==> config.mk <==
export PLATFORM = sky130hd
export DESIGN_NAME = view_draw_sequencer
export DESIGN_NICKNAME = d
export VERILOG_FILES = /design/src/rtl/view_draw_sequencer.sv
export SDC_FILE = /design/constraint.sdc
export NUM_CORES = 1
export LEC_CHECK = 0
export BUFFER_PORTS_ARGS = -buffer_cell sky130_fd_sc_hd__buf_2
export CAP_MARGIN = 20
export CORE_MARGIN = 4
export CORE_UTILIZATION = 36
export DETAILED_ROUTE_END_ITERATION = 6
export PLACE_DENSITY = 0.7
export SYNTH_ARGS = -nofsm -noshare
export SYNTH_HDL_FRONTEND = slang
export SYNTH_SLANG_ARGS = --single-unit
==> constraint.sdc <==
create_clock -name clk -period 8.3 [get_ports clk]
set_clock_uncertainty 0.15 [all_clocks]
set_input_delay 0.415 -clock clk [delete_from_list [all_inputs] [get_ports clk]]
set_output_delay 0.415 -clock clk [all_outputs]
set_load 0.05 [all_outputs]
==> src/rtl/view_draw_sequencer.sv <==
// Per-frame draw scheduler for the REPL terminal view: snapshots view state on a frame tick,
// issues ordered draw commands over valid/ready and owns the timed status-message lifetime.
// Optional footer command is enabled with DRAW_FOOTER_EN.
module view_draw_sequencer #(
    parameter int unsigned FRAME_RATE = 30,
    parameter int unsigned LINE_W     = 8,
    parameter int unsigned COL_W      = 8
) (
    input  logic              clk,
    input  logic              rst,
    input  logic              frame_tick,
    input  logic              fixed,
    input  logic [LINE_W-1:0] out_len,
    input  logic [COL_W-1:0]  in_len,
    input  logic [COL_W-1:0]  in_offset,
    input  logic [COL_W-1:0]  prompt_len,
    input  logic [COL_W-1:0]  footer_len,
    input  logic [COL_W-1:0]  win_w,
    input  logic [LINE_W-1:0] win_h,
    input  logic              msg_req,
    input  logic [3:0]        msg_time,
    input  logic              msg_clr,
    output logic              cmd_valid,
    input  logic              cmd_ready,
    output logic [2:0]        cmd_op,
    output logic [COL_W-1:0]  cmd_x,
    output logic [LINE_W-1:0] cmd_y,
    output logic [LINE_W-1:0] in_linen,
    output logic [LINE_W-1:0] out_linen,
    output logic              msg_active,
    output logic              busy,
    output logic              frame_done,
    output logic              overrun
);

    localparam int unsigned LW1  = LINE_W + 1;
    localparam int unsigned CW2  = COL_W + 2;
    localparam int unsigned FL_W = $clog2(15 * FRAME_RATE + 1);

    localparam logic [2:0] OP_MSG    = 3'd0;
    localparam logic [2:0] OP_OUTPUT = 3'd1;
    localparam logic [2:0] OP_INPUT  = 3'd2;
    localparam logic [2:0] OP_FOOTER = 3'd3;
    localparam logic [2:0] OP_CURSOR = 3'd4;

`ifdef DRAW_FOOTER_EN
    typedef enum logic [2:0] {
        S_IDLE   = 3'd0,
        S_MSG    = 3'd1,
        S_OUTPUT = 3'd2,
        S_INPUT  = 3'd3,
        S_FOOTER = 3'd4,
        S_CURSOR = 3'd5
    } state_t;
`else
    typedef enum logic [2:0] {
        S_IDLE   = 3'd0,
        S_MSG    = 3'd1,
        S_OUTPUT = 3'd2,
        S_INPUT  = 3'd3,
        S_CURSOR = 3'd5
    } state_t;
`endif

    state_t state_q, state_d;

    logic              valid_d;
    logic [2:0]        op_d;
    logic [COL_W-1:0]  x_d;
    logic [LINE_W-1:0] y_d;
    logic              done_d;
    logic              accept;
    logic              advance;

    logic [LW1-1:0]    out_len_inc;
    logic [LW1-1:0]    live_in_inc;
    logic [LINE_W-1:0] live_in;
    logic [LINE_W-1:0] live_out;
    logic [LINE_W-1:0] live_msg_y;
    logic [COL_W-1:0]  off_clamp;
    logic [CW2-1:0]    cur_sum;
    logic [COL_W-1:0]  live_cur_x;
    logic [COL_W-1:0]  snap_cur_x;
    logic [FL_W-1:0]   frames_left;

    assign accept  = (state_q == S_IDLE) && frame_tick;
    assign advance = cmd_valid && cmd_ready;

    // Positions and payloads computed from the live inputs at the accepting tick
    always_comb begin
        out_len_inc = {1'b0, out_len} + LW1'(1);
        if (fixed) begin
            live_in  = LINE_W'(1);
            live_out = LINE_W'(2);
        end else begin
            live_in  = out_len_inc[LINE_W] ? '1 : out_len_inc[LINE_W-1:0];
            live_out = LINE_W'(1);
        end
        live_in_inc = {1'b0, live_in} + LW1'(1);
        live_msg_y  = live_in_inc[LINE_W] ? '1 : live_in_inc[LINE_W-1:0];
        off_clamp   = (in_offset > in_len) ? in_len : in_offset;
        cur_sum     = CW2'(prompt_len) + CW2'(2) + CW2'(in_len - off_clamp);
        live_cur_x  = (cur_sum[CW2-1:COL_W] != '0) ? '1 : cur_sum[COL_W-1:0];
    end

`ifdef DRAW_FOOTER_EN
    logic [COL_W-1:0]  foot_half;
    logic [COL_W-1:0]  live_foot_x;
    logic [COL_W-1:0]  snap_foot_x;
    logic [LINE_W-1:0] snap_foot_y;

    always_comb begin
        foot_half = (win_w - footer_len) >> 1;
        if ((footer_len >= win_w) || (foot_half == '0)) begin
            live_foot_x = COL_W'(1);
        end else begin
            live_foot_x = foot_half;
        end
    end

    always_ff @(posedge clk) begin
        if (rst) begin
            snap_foot_x <= '0;
            snap_foot_y <= '0;
        end else if (accept) begin
            snap_foot_x <= live_foot_x;
            snap_foot_y <= win_h;
        end
    end
`else
    logic unused_footer;
    assign unused_footer = ^{footer_len, win_h};
`endif

    // Next state and next command payload
    always_comb begin
        state_d = state_q;
        valid_d = cmd_valid;
        op_d    = cmd_op;
        x_d     = cmd_x;
        y_d     = cmd_y;
        done_d  = 1'b0;
        case (state_q)
            S_IDLE: begin
                if (frame_tick) begin
                    valid_d = 1'b1;
                    x_d     = COL_W'(1);
                    if (msg_active) begin
                        state_d = S_MSG;
                        op_d    = OP_MSG;
                        y_d     = live_msg_y;
                    end else begin
                        state_d = S_OUTPUT;
                        op_d    = OP_OUTPUT;
                        y_d     = live_out;
                    end
                end
            end
            S_MSG: begin
                if (advance) begin
                    state_d = S_OUTPUT;
                    op_d    = OP_OUTPUT;
                    x_d     = COL_W'(1);
                    y_d     = out_linen;
                end
            end
            S_OUTPUT: begin
                if (advance) begin
                    state_d = S_INPUT;
                    op_d    = OP_INPUT;
                    x_d     = COL_W'(1);
                    y_d     = in_linen;
                end
            end
            S_INPUT: begin
                if (advance) begin
`ifdef DRAW_FOOTER_EN
                    state_d = S_FOOTER;
                    op_d    = OP_FOOTER;
                    x_d     = snap_foot_x;
                    y_d     = snap_foot_y;
`else
                    state_d = S_CURSOR;
                    op_d    = OP_CURSOR;
                    x_d     = snap_cur_x;
                    y_d     = in_linen;
`endif
                end
            end
`ifdef DRAW_FOOTER_EN
            S_FOOTER: begin
                if (advance) begin
                    state_d = S_CURSOR;
                    op_d    = OP_CURSOR;
                    x_d     = snap_cur_x;
                    y_d     = in_linen;
                end
            end
`endif
            S_CURSOR: begin
                if (advance) begin
                    state_d = S_IDLE;
                    valid_d = 1'b0;
                    op_d    = '0;
                    x_d     = '0;
                    y_d     = '0;
                    done_d  = 1'b1;
                end
            end
            default: begin
                state_d = S_IDLE;
                valid_d = 1'b0;
            end
        endcase
    end

    always_ff @(posedge clk) begin
        if (rst) begin
            state_q    <= S_IDLE;
            cmd_valid  <= 1'b0;
            cmd_op     <= '0;
            cmd_x      <= '0;
            cmd_y      <= '0;
            busy       <= 1'b0;
            frame_done <= 1'b0;
            overrun    <= 1'b0;
        end else begin
            state_q    <= state_d;
            cmd_valid  <= valid_d;
            cmd_op     <= op_d;
            cmd_x      <= x_d;
            cmd_y      <= y_d;
            busy       <= (state_d != S_IDLE);
            frame_done <= done_d;
            overrun    <= frame_tick && (state_q != S_IDLE);
        end
    end

    // Per-frame snapshot; line positions double as the sequence's stored rows
    always_ff @(posedge clk) begin
        if (rst) begin
            in_linen   <= LINE_W'(1);
            out_linen  <= LINE_W'(1);
            snap_cur_x <= '0;
        end else if (accept) begin
            in_linen   <= live_in;
            out_linen  <= live_out;
            snap_cur_x <= live_cur_x;
        end
    end

    // Message lifetime in frames; zero frames_left with msg_active set means persistent
    always_ff @(posedge clk) begin
        if (rst) begin
            frames_left <= '0;
            msg_active  <= 1'b0;
        end else if (msg_req) begin
            frames_left <= FL_W'(32'(msg_time) * FRAME_RATE);
            msg_active  <= 1'b1;
        end else if (msg_clr) begin
            frames_left <= '0;
            msg_active  <= 1'b0;
        end else if (frame_tick && (frames_left != '0)) begin
            frames_left <= frames_left - FL_W'(1);
            if (frames_left == FL_W'(1)) begin
                msg_active <= 1'b0;
            end
        end
    end

endmodule
Word level (Yosys, flattened, before mapping)
Index checks and enable logic that the tools add are counted.

operators by class
  add/subtract/negate cells = 6
  $mul = 1
  magnitude comparators = 1
  eq/ne operators = 12
  multiplexer cells = 41
  bitwise gates (word level) = 2
  reductions and logical operators = 24

operator list
  operator                                                             count
  8-bit 2-to-1 mux                                                     13
  8-bit case mux with 4 select lines                                   2
  3-bit 2-to-1 mux                                                     10
  3-bit case mux with 5 select lines                                   2
  9-bit 2-to-1 mux                                                     3
  8-bit by 1-bit adder with 9-bit output (second input constant)       2
  3-bit nonzero test                                                   4
  9-bit by 10-bit adder with 10-bit output                             1
  2-bit inequality test (second input constant)                        5
  5-bit AND reduction                                                  2
  8-bit by 2-bit adder with 9-bit output (second input constant)       1
  9-bit by 1-bit == test with 1-bit output (second input constant)     1
  9-bit nonzero test                                                   1
  8-bit by 8-bit subtractor with 9-bit output                          1
  9-bit by 1-bit subtractor with 9-bit output (second input constant)  1
  8-bit greater-than comparator                                        1
  4-bit by 4-bit multiplier with 8-bit output (second input constant)  1
  1-bit 2-to-1 mux                                                     8
  4-bit nonzero test                                                   2
  3-bit by 2-bit == test with 1-bit output (second input constant)     2
  6-bit AND reduction                                                  1
  2-bit OR reduction                                                   3
  3-bit OR reduction                                                   2
  5-bit nonzero test                                                   1
  11 further kinds                                                     17

word-level totals
  bits in registers = 60
  bits of input ports = 67
  output and inout bits = 40
  logic and storage cells = 101

Longest topological paths before layout
Gate-level depths: netlist of the first run.

  depth in word-level cells = 8
  depth in mapped cells = 24
  gate-level depth less buffers = 24

Worst setup path before layout of the first run
Ideal clock, no wire load.

  path kind = input to register
  from = input in_len[1]
  to = register snap_cur_x[0]
  setup time = 0.134 ns
  data arrival time = 4.738 ns
  data required time = 8.016 ns
  slack = 3.279 ns
  cell stages on the path = 24
  path buffers = 0
  cell sequence = inv_1 ha_1 nor2b_1 o21a_1 o21a_1 o21ai_0 a21oi_2 mux2i_1 ha_1 inv_1 fa_1 a21oi_1 o21ai_0 o21a_1 nor2_1 xnor2_1 ha_1 ha_1 or3_1 o21bai_1 a31oi_1 xnor2_1 nor3_4 a211oi_1

between the ends
  word-level cells in the longest chain between the ends = 6

ends and longest elaborated chain
  element                                          line  text
  from (decl)                                      14    input logic [COL_W-1:0] in_len,
  8-bit greater-than comparator                    101   off_clamp = (in_offset > in_len) ? in_len : in_offset;
  8-bit 2-to-1 mux                                 101
  8-bit by 8-bit subtractor with 9-bit output (*)  102   cur_sum = CW2'(prompt_len) + CW2'(2) + CW2'(in_len - off_clamp);
  9-bit by 10-bit adder with 10-bit output (*)     102
  2-bit nonzero test                               103   live_cur_x = (cur_sum[CW2-1:COL_W] != '0) ? '1 : cur_sum[COL_W-1:0];
  8-bit 2-to-1 mux (*)                             103
  to (signal assigned)                             248   snap_cur_x <= live_cur_x;
  to (decl)                                        83    logic [COL_W-1:0] snap_cur_x;

Mark *: on every way between the ends. The rest lies on a longest branch, timed or not.
A chain may end at the register's enable or synchronous reset.

Worst setup path after layout of the first run
Ends and elaborated chain as after synthesis.

==> impl_metrics.json, run 1 <==
{
  "status": "completed",
  "worstSetupPathType": "in -> reg",
  "p_leak_nw": 2.17,
  "cts_buffers": 5,
  "yosys-top-cells-area": "dfxtp_1, ha_1, a21oi_1, nor2_1, nand2_1",
  "synth_top_area_frac": 0.255,
  "multiInputGateArea_sq_um": 2890,
  "final_antenna_net_count": 0,
  "seq_area_sq_um": 1080,
  "overflow": 0,
  "comb_power_share": 0.440,
  "p_total_mw": 0.956,
  "clkPwrFrac": 0.245,
  "dpl.hpwl_um": 7690,
  "drt-initial-drc-count": 241,
  "fin_crit_sh": 0.646,
  "slew_viol_final": 0,
  "hold_class": "in -> reg",
  "grt_pass1_wl_um": 16800,
  "powerDensity_nw_per_um2": 198,
  "syn_area_sq_um": 4240,
  "startpoint": "in_len[1]",
  "synth-warning-count": 0,
  "cp_data_required_time_ps": 8270,
  "arrival_ps": 5330,
  "worstMarginPinSlew_ps": 997,
  "syn_area_per_cell_sq_um": 8.11,
  "cp-start-kind": "primary input",
  "crit_end": "snap_cur_x[0]$_SDFFE_PP0P_",
  "cts_setup_buffers": 0,
  "drive_gt1_frac": 0.170,
  "setup_viol_count_final": 0,
  "placed_cells": 712,
  "slew_headroom": 0.335,
  "synth.distinct_cells": 65,
  "r2r-end": "cmd_op[0]$_SDFFE_PP0P_",
  "synth_seq_cells": 54,
  "p_int_mw": 0.593,
  "hold_buffers": 0,
  "ys_seq_area_frac": 0.255,
  "async_flop_share": 0,
  "timing.fmax_ghz": 0.186,
  "num_rows": 39,
  "routed_via_density": 5.31,
  "clk-insertion-delay-late_ps": 280,
  "synth_most_common_cell": "dfxtp_1",
  "clockRootBuffer": "clkbuf_16",
  "end_kind": "register",
  "die_area_sq_um": 13600,
  "fillerInstances": 1120,
  "routed_wl_um": 9910,
  "reg2reg_depth": 6,
  "yosys.area.top_type": "dfxtp_1",
  "num_vias": 3825,
  "coreArea_sq_um": 11500,
  "fp.dieH_um": 117,
  "cts_tree": "yes",
  "worst_slack_ps": 2940,
  "start_util": 0.370,
  "rsz0062_at_grt": "no",
  "numClockSinks": 54,
  "die_w_um": 117,
  "instances_no_fill": 721,
  "fin_tns_setup_ps": 0,
  "grt_max_degree": 58,
  "grt_use_total": 0.147,
  "syn_inst": 523,
  "min_delay_path_depth": 3,
  "antenna_found_initial": 0,
  "hold_viol_final": 0,
  "max_cap_violations": 0,
  "io_pins": 107,
  "cts-resized-gates": 0,
  "clockBufferDepth": 2,
  "synth-edff-count": 0,
  "first_pass_iters": 4,
  "portBuffers": 76,
  "synth_ff_type": "dfxtp_1",
  "place.gp.congestion": 0.907,
  "worst_ir_drop_vdd_mv": 0.192,
  "seqPwrFrac": 0.315,
  "p_switching_mw": 0.363,
  "pre_cts_slack_ps": 2570,
  "synth_common_cells": "dfxtp_1, a21oi_1, ha_1",
  "wl_per_cell_um": 13.7,
  "cts.clk_slew.worst_paths_ps": 70,
  "period_needed_ps": 5360,
  "reg2reg_from": "state_q[2]$_SDFF_PP0_",
  "diodes": 0,
  "final_nets": 698,
  "critPathMaxFanout": 8,
  "swShare": 0.379,
  "htree_levels": 2,
  "regToRegSetupSlack_ps": 5800,
  "drc": 0,
  "grt_pass1_vias": 3677,
  "syn_to_final_growth_pct": 13.8
}
==> cell type report <==
type / count / area share
repair buffers: 77 / 0.0812
well taps: 143 / 0.0371
multi-input cells: 409 / 0.599
clock inverters: 3 / 0.00933
clock buffers: 5 / 0.0259
flip-flops and latches: 54 / 0.224
inverters: 30 / 0.0233
==> flip-flops by register name (all words and copies together), names as in the netlist <==
| name | count |
|---|---|
| frame_done | 1 |
| out_linen | 2 |
| msg_active | 1 |
| cmd_op | 3 |
| snap_cur_x | 8 |
| overrun | 1 |
| cmd_valid | 1 |
| cmd_y | 8 |
| busy | 1 |
| state_q | 3 |
| cmd_x | 8 |
| frames_left | 9 |
| in_linen | 8 |
==> worst max-delay path, stage by stage <==
cell and delay (ps):
buf_2 130, inv_1 50, ha_1 280, nor2b_1 130
o21a_1 120, o21a_1 100, o21ai_0 80, a21oi_2 480
mux2i_1 260, ha_1 180, inv_1 50, fa_1 390
a21oi_1 180, o21ai_0 170, o21a_1 200, nor2_1 110
xnor2_1 140, ha_1 260, ha_1 230, or3_1 400
o21bai_1 170, a31oi_1 210, xnor2_1 120, nor3_4 340
a211oi_1 130
==> cells in the final DEF, fill, tap and decap left out, drive strengths merged, types with 8 or more instances in the layout <==
cell	Yosys	routed
a31oi	9	9
o21a	12	12
o21ai	21	21
buf	19	77
nand2	38	38
nand2b	8	8
ha	47	47
dfxtp	54	54
nor3	16	16
xor2	11	11
xnor2	12	12
a211oi	18	18
a21oi	48	48
nand3	16	16
and3	8	8
mux2i	11	11
inv	30	30
nor2	44	44
==> metal layers <==
| metal | share of wire | vias up | GRT usage |
|---|---|---|---|
| li1 | - | 1967 | - |
| met1 | 0.45 | 1738 | 0.196 |
| met2 | 0.48 | 114 | 0.254 |
| met3 | 0.063 | 6 | 0.0187 |
| met4 | 0.0085 | 0 | 0.0294 |
| met5 | 0 | - | 0 |
==> worst min-delay path by stage <==
stage / slack [ps] / startpoint / end
global route: 300 / msg_time[0] / frames_left[1]$_SDFFE_PP0P_
global placement: 290 / cmd_x[7]$_SDFFE_PP0P_ / cmd_x[7]$_SDFFE_PP0P_
detailed placement: 300 / cmd_x[6]$_SDFFE_PP0P_ / cmd_x[6]$_SDFFE_PP0P_
CTS: 290 / msg_time[0] / frames_left[1]$_SDFFE_PP0P_
floorplan: 300 / snap_cur_x[1]$_SDFFE_PP0P_ / cmd_x[1]$_SDFFE_PP0P_
finish: 280 / msg_time[0] / frames_left[1]$_SDFFE_PP0P_
==> through the flow <==
step                       util  hold WS (ps)  area [sq um]
final                     0.421           282          4830
after global routing      0.421           301          4830
after CTS                 0.420           285          4810
after detailed placement  0.405           297          4640
after global placement    0.405           292          4640
after floorplan               -           298          4260
==> kinds of logic (layout without fill, tap and decap cells) <==
kind of cell / after synthesis / in the layout / synth area share
compound gates: 152 / 152 / 0.232
xor+xnor: 23 / 23 / 0.0475
fa+ha+maj: 54 / 54 / 0.172
buf+inv: 65 / 115 / 0.0688
flops: 54 / 54 / 0.255
mux: 12 / 12 / 0.0286
other cells: 1 / 6 / 0.000885
simple gates: 162 / 162 / 0.196
==> power by group through the flow <==
stage          Clock, mW  Sequential, mW  Combinational (mW)
6_report           0.234           0.301               0.421
5_1_grt            0.252           0.304               0.474
2_1_floorplan          0           0.338               0.302
3_5_place_dp           0           0.307               0.419
3_3_place_gp           0           0.306               0.405
4_1_cts            0.238           0.301               0.422
Power figures use the tool's default switching activity.
==> inputs of run 2 (changes only) <==
- ABC_AREA: default -> 1
- clock period: 8.3 -> 5.63 ns (I/O delays scaled with it)
==> run 2 against run 1 <==
Power increased by 57%; critical path depth increased by 4; critical endpoint unchanged; synthesized cell count increased by 15%; register-to-register slack got worse by 2700 ps.
==> impl_metrics.json, run 2 <==
{
  "status": "completed",
  "synth_seq_cells": 54,
  "critPathSlowestCell": "ha_1",
  "yosys-top-cells-area": "dfxtp_1, ha_1, nand2_1, a21oi_1, inv_1",
  "syn_area_sq_um": 4260,
  "layout_common_cells": "nand2_1, buf_2, inv_1",
  "hold_buffers": 0,
  "clockBufferDepth": 2,
  "period_needed_ps": 4470,
  "slew_viol_final": 0,
  "wl_per_cell_um": 11.6,
  "dpl.hpwl_um": 7360,
  "antenna_found_initial": 0,
  "layout_commonest_cell": "nand2_1",
  "cp_common_cell": "nand2_1",
  "routed_via_density": 4.85,
  "diodes": 0,
  "portBuffers": 76,
  "fin_crit_sh": 0.793,
  "synth_most_common_cell": "nand2_1",
  "start_util": 0.370,
  "timing.fmax_ghz": 0.224,
  "synth_top_area_frac": 0.254,
  "num_vias": 3949,
  "met1_length_um": 4450,
  "grt_pass1_wl_um": 16100,
  "rsz0062_at_grt": "no",
  "hold_viol_final": 0,
  "die_area_sq_um": 13600,
  "grt_pass1_vias": 3628,
  "slew_headroom": 0.390,
  "ys_seq_area_frac": 0.254,
  "synth.distinct_cells": 46,
  "highest_layer": "met4",
  "worstSetupPathType": "in -> reg",
  "final_nets": 792,
  "r2r-end": "cmd_y[5]$_SDFFE_PP0P_",
  "clk-insertion-delay-late_ps": 290,
  "synth_common_cells": "nand2_1, inv_1, a21oi_1",
  "fp.dieH_um": 117,
  "fillerInstances": 1196,
  "routed_wl_um": 9430,
  "worst_slack_ps": 1160,
  "wl_met2_um": 4350,
  "finish.utilization": 0.424,
  "critPathMaxFanout": 8,
  "async_flop_share": 0,
  "max_cap_violations": 0,
  "hold_class": "in -> reg",
  "end_kind": "register",
  "synth-edff-count": 0,
  "powerDensity_nw_per_um2": 306,
  "grt_max_degree": 29,
  "drt-initial-drc-count": 197,
  "max_stage_delay_ps": 360,
  "syn_to_final_growth_pct": 14.8,
  "io_pins": 107,
  "largest_reg_flops": 9,
  "clockRootBuffer": "clkbuf_16",
  "htree_levels": 2,
  "min_delay_path_depth": 3,
  "num_rows": 39,
  "coreArea_sq_um": 11500,
  "cts.clk_slew.worst_paths_ps": 70,
  "startpoint": "in_len[7]",
  "synth-warning-count": 0,
  "grt_use_total": 0.141,
  "crit_end": "snap_cur_x[0]$_SDFFE_PP0P_",
  "cts_buffers": 5,
  "drc": 0,
  "cts_setup_buffers": 0,
  "place.gp.congestion": 0.876,
  "setup_viol_count_final": 0,
  "overflow": 0,
  "fin_tns_setup_ps": 0,
  "reg2reg_from": "cmd_valid$_SDFFE_PP0P_",
  "numClockSinks": 54,
  "met3_length_um": 542,
  "p_leak_nw": 2.42,
  "die_w_um": 117,
  "worst_ir_drop_vdd_mv": 0.138,
  "syn_inst": 603,
  "drive_gt1_frac": 0.177,
  "yosys.area.top_type": "dfxtp_1",
  "regToRegSetupSlack_ps": 3140,
  "first_pass_iters": 5,
  "p_total_mw": 1.50,
  "worstMarginPinSlew_ps": 913,
  "final_antenna_net_count": 0,
  "top_register": "frames_left",
  "syn_area_per_cell_sq_um": 7.06,
  "arrival_ps": 4500,
  "cp_data_required_time_ps": 5670,
  "whs_ps": 173,
  "cp-start-kind": "primary input",
  "synth_ff_type": "dfxtp_1",
  "min-delay-start": "fixed",
  "reg2reg_depth": 6,
  "pre_cts_slack_ps": 826,
  "cts_tree": "yes",
  "cts-resized-gates": 0
}
-- run 2: cell count changes after synthesis, sizes merged, moves of 8 or more --
cell and delta:
o21ai +26, nand2b -8, clkbuf -10, nand2 +83, nor2 +9, inv +47
mux2i -11, nor3 -12, and3 -8, nand3 +28, a211oi -18, a21oi +26
o21a -12
-- run 2: cell families after synthesis --
| family | after synthesis | synth area share |
|---|---|---|
| AO/OA/AOI/OAI | 148 | 0.197 |
| XOR/XNOR | 15 | 0.0309 |
| adder cells (fa/ha/maj) | 54 | 0.171 |
| buffers and inverters | 99 | 0.0984 |
| flip-flops | 54 | 0.254 |
| other | 1 | 0.000881 |
| AND/OR/NAND/NOR | 232 | 0.248 |
-- run 2: worst min path at each step --
stage                                  endpoint  slack, ps
CTS                 frames_left[2]$_SDFFE_PP0P_        160
finish                out_linen[1]$_SDFFE_PP0P_        170
detailed placement        cmd_x[1]$_SDFFE_PP0P_        300
global route        frames_left[2]$_SDFFE_PP0P_        190
floorplan             out_linen[1]$_SDFFE_PP0P_        290
global placement          cmd_x[2]$_SDFFE_PP0P_        300
-- run 2: critical path, delay by kind of cell --
kind | cells | cell delay (ps)
buffers and inverters | 3 | 190
AO/OA/AOI/OAI | 9 | 1630
AND/OR/NAND/NOR | 12 | 1020
adder cells (fa/ha/maj) | 4 | 1220
XOR/XNOR | 1 | 180
-- run 2: through the flow --
| stage | cells | cell area [sq um] |
|---|---|---|
| floorplan | 608 | 4280 |
| global placement | 807 | 4720 |
| detailed placement | 807 | 4720 |
| CTS | 815 | 4890 |
| global route | 815 | 4890 |
| finish | 815 | 4890 |
-- run 2: cell type report --
type | count | area (sq um) | share of cell area
well taps | 143 | 179 | 0.0366
clock inverters | 3 | 43.8 | 0.00896
flip-flops and latches | 54 | 1080 | 0.221
repair buffers | 77 | 388 | 0.0794
clock buffers | 5 | 125 | 0.0256
multi-input cells | 455 | 2780 | 0.568
inverters | 78 | 293 | 0.0599
-- run 2: report_power, final --
| group | internal, mW | total [mW] | switching (mW) |
|---|---|---|---|
| sequential | 0.427 | 0.455 | 0.0285 |
| combinational | 0.246 | 0.694 | 0.449 |
| clock | 0.211 | 0.347 | 0.136 |
-- run 2: layer usage --
metal,up-vias,global-route usage
met4,0,0.0291
met2,79,0.239
met5,-,0
met1,1736,0.186
li1,2126,-
met3,8,0.0301
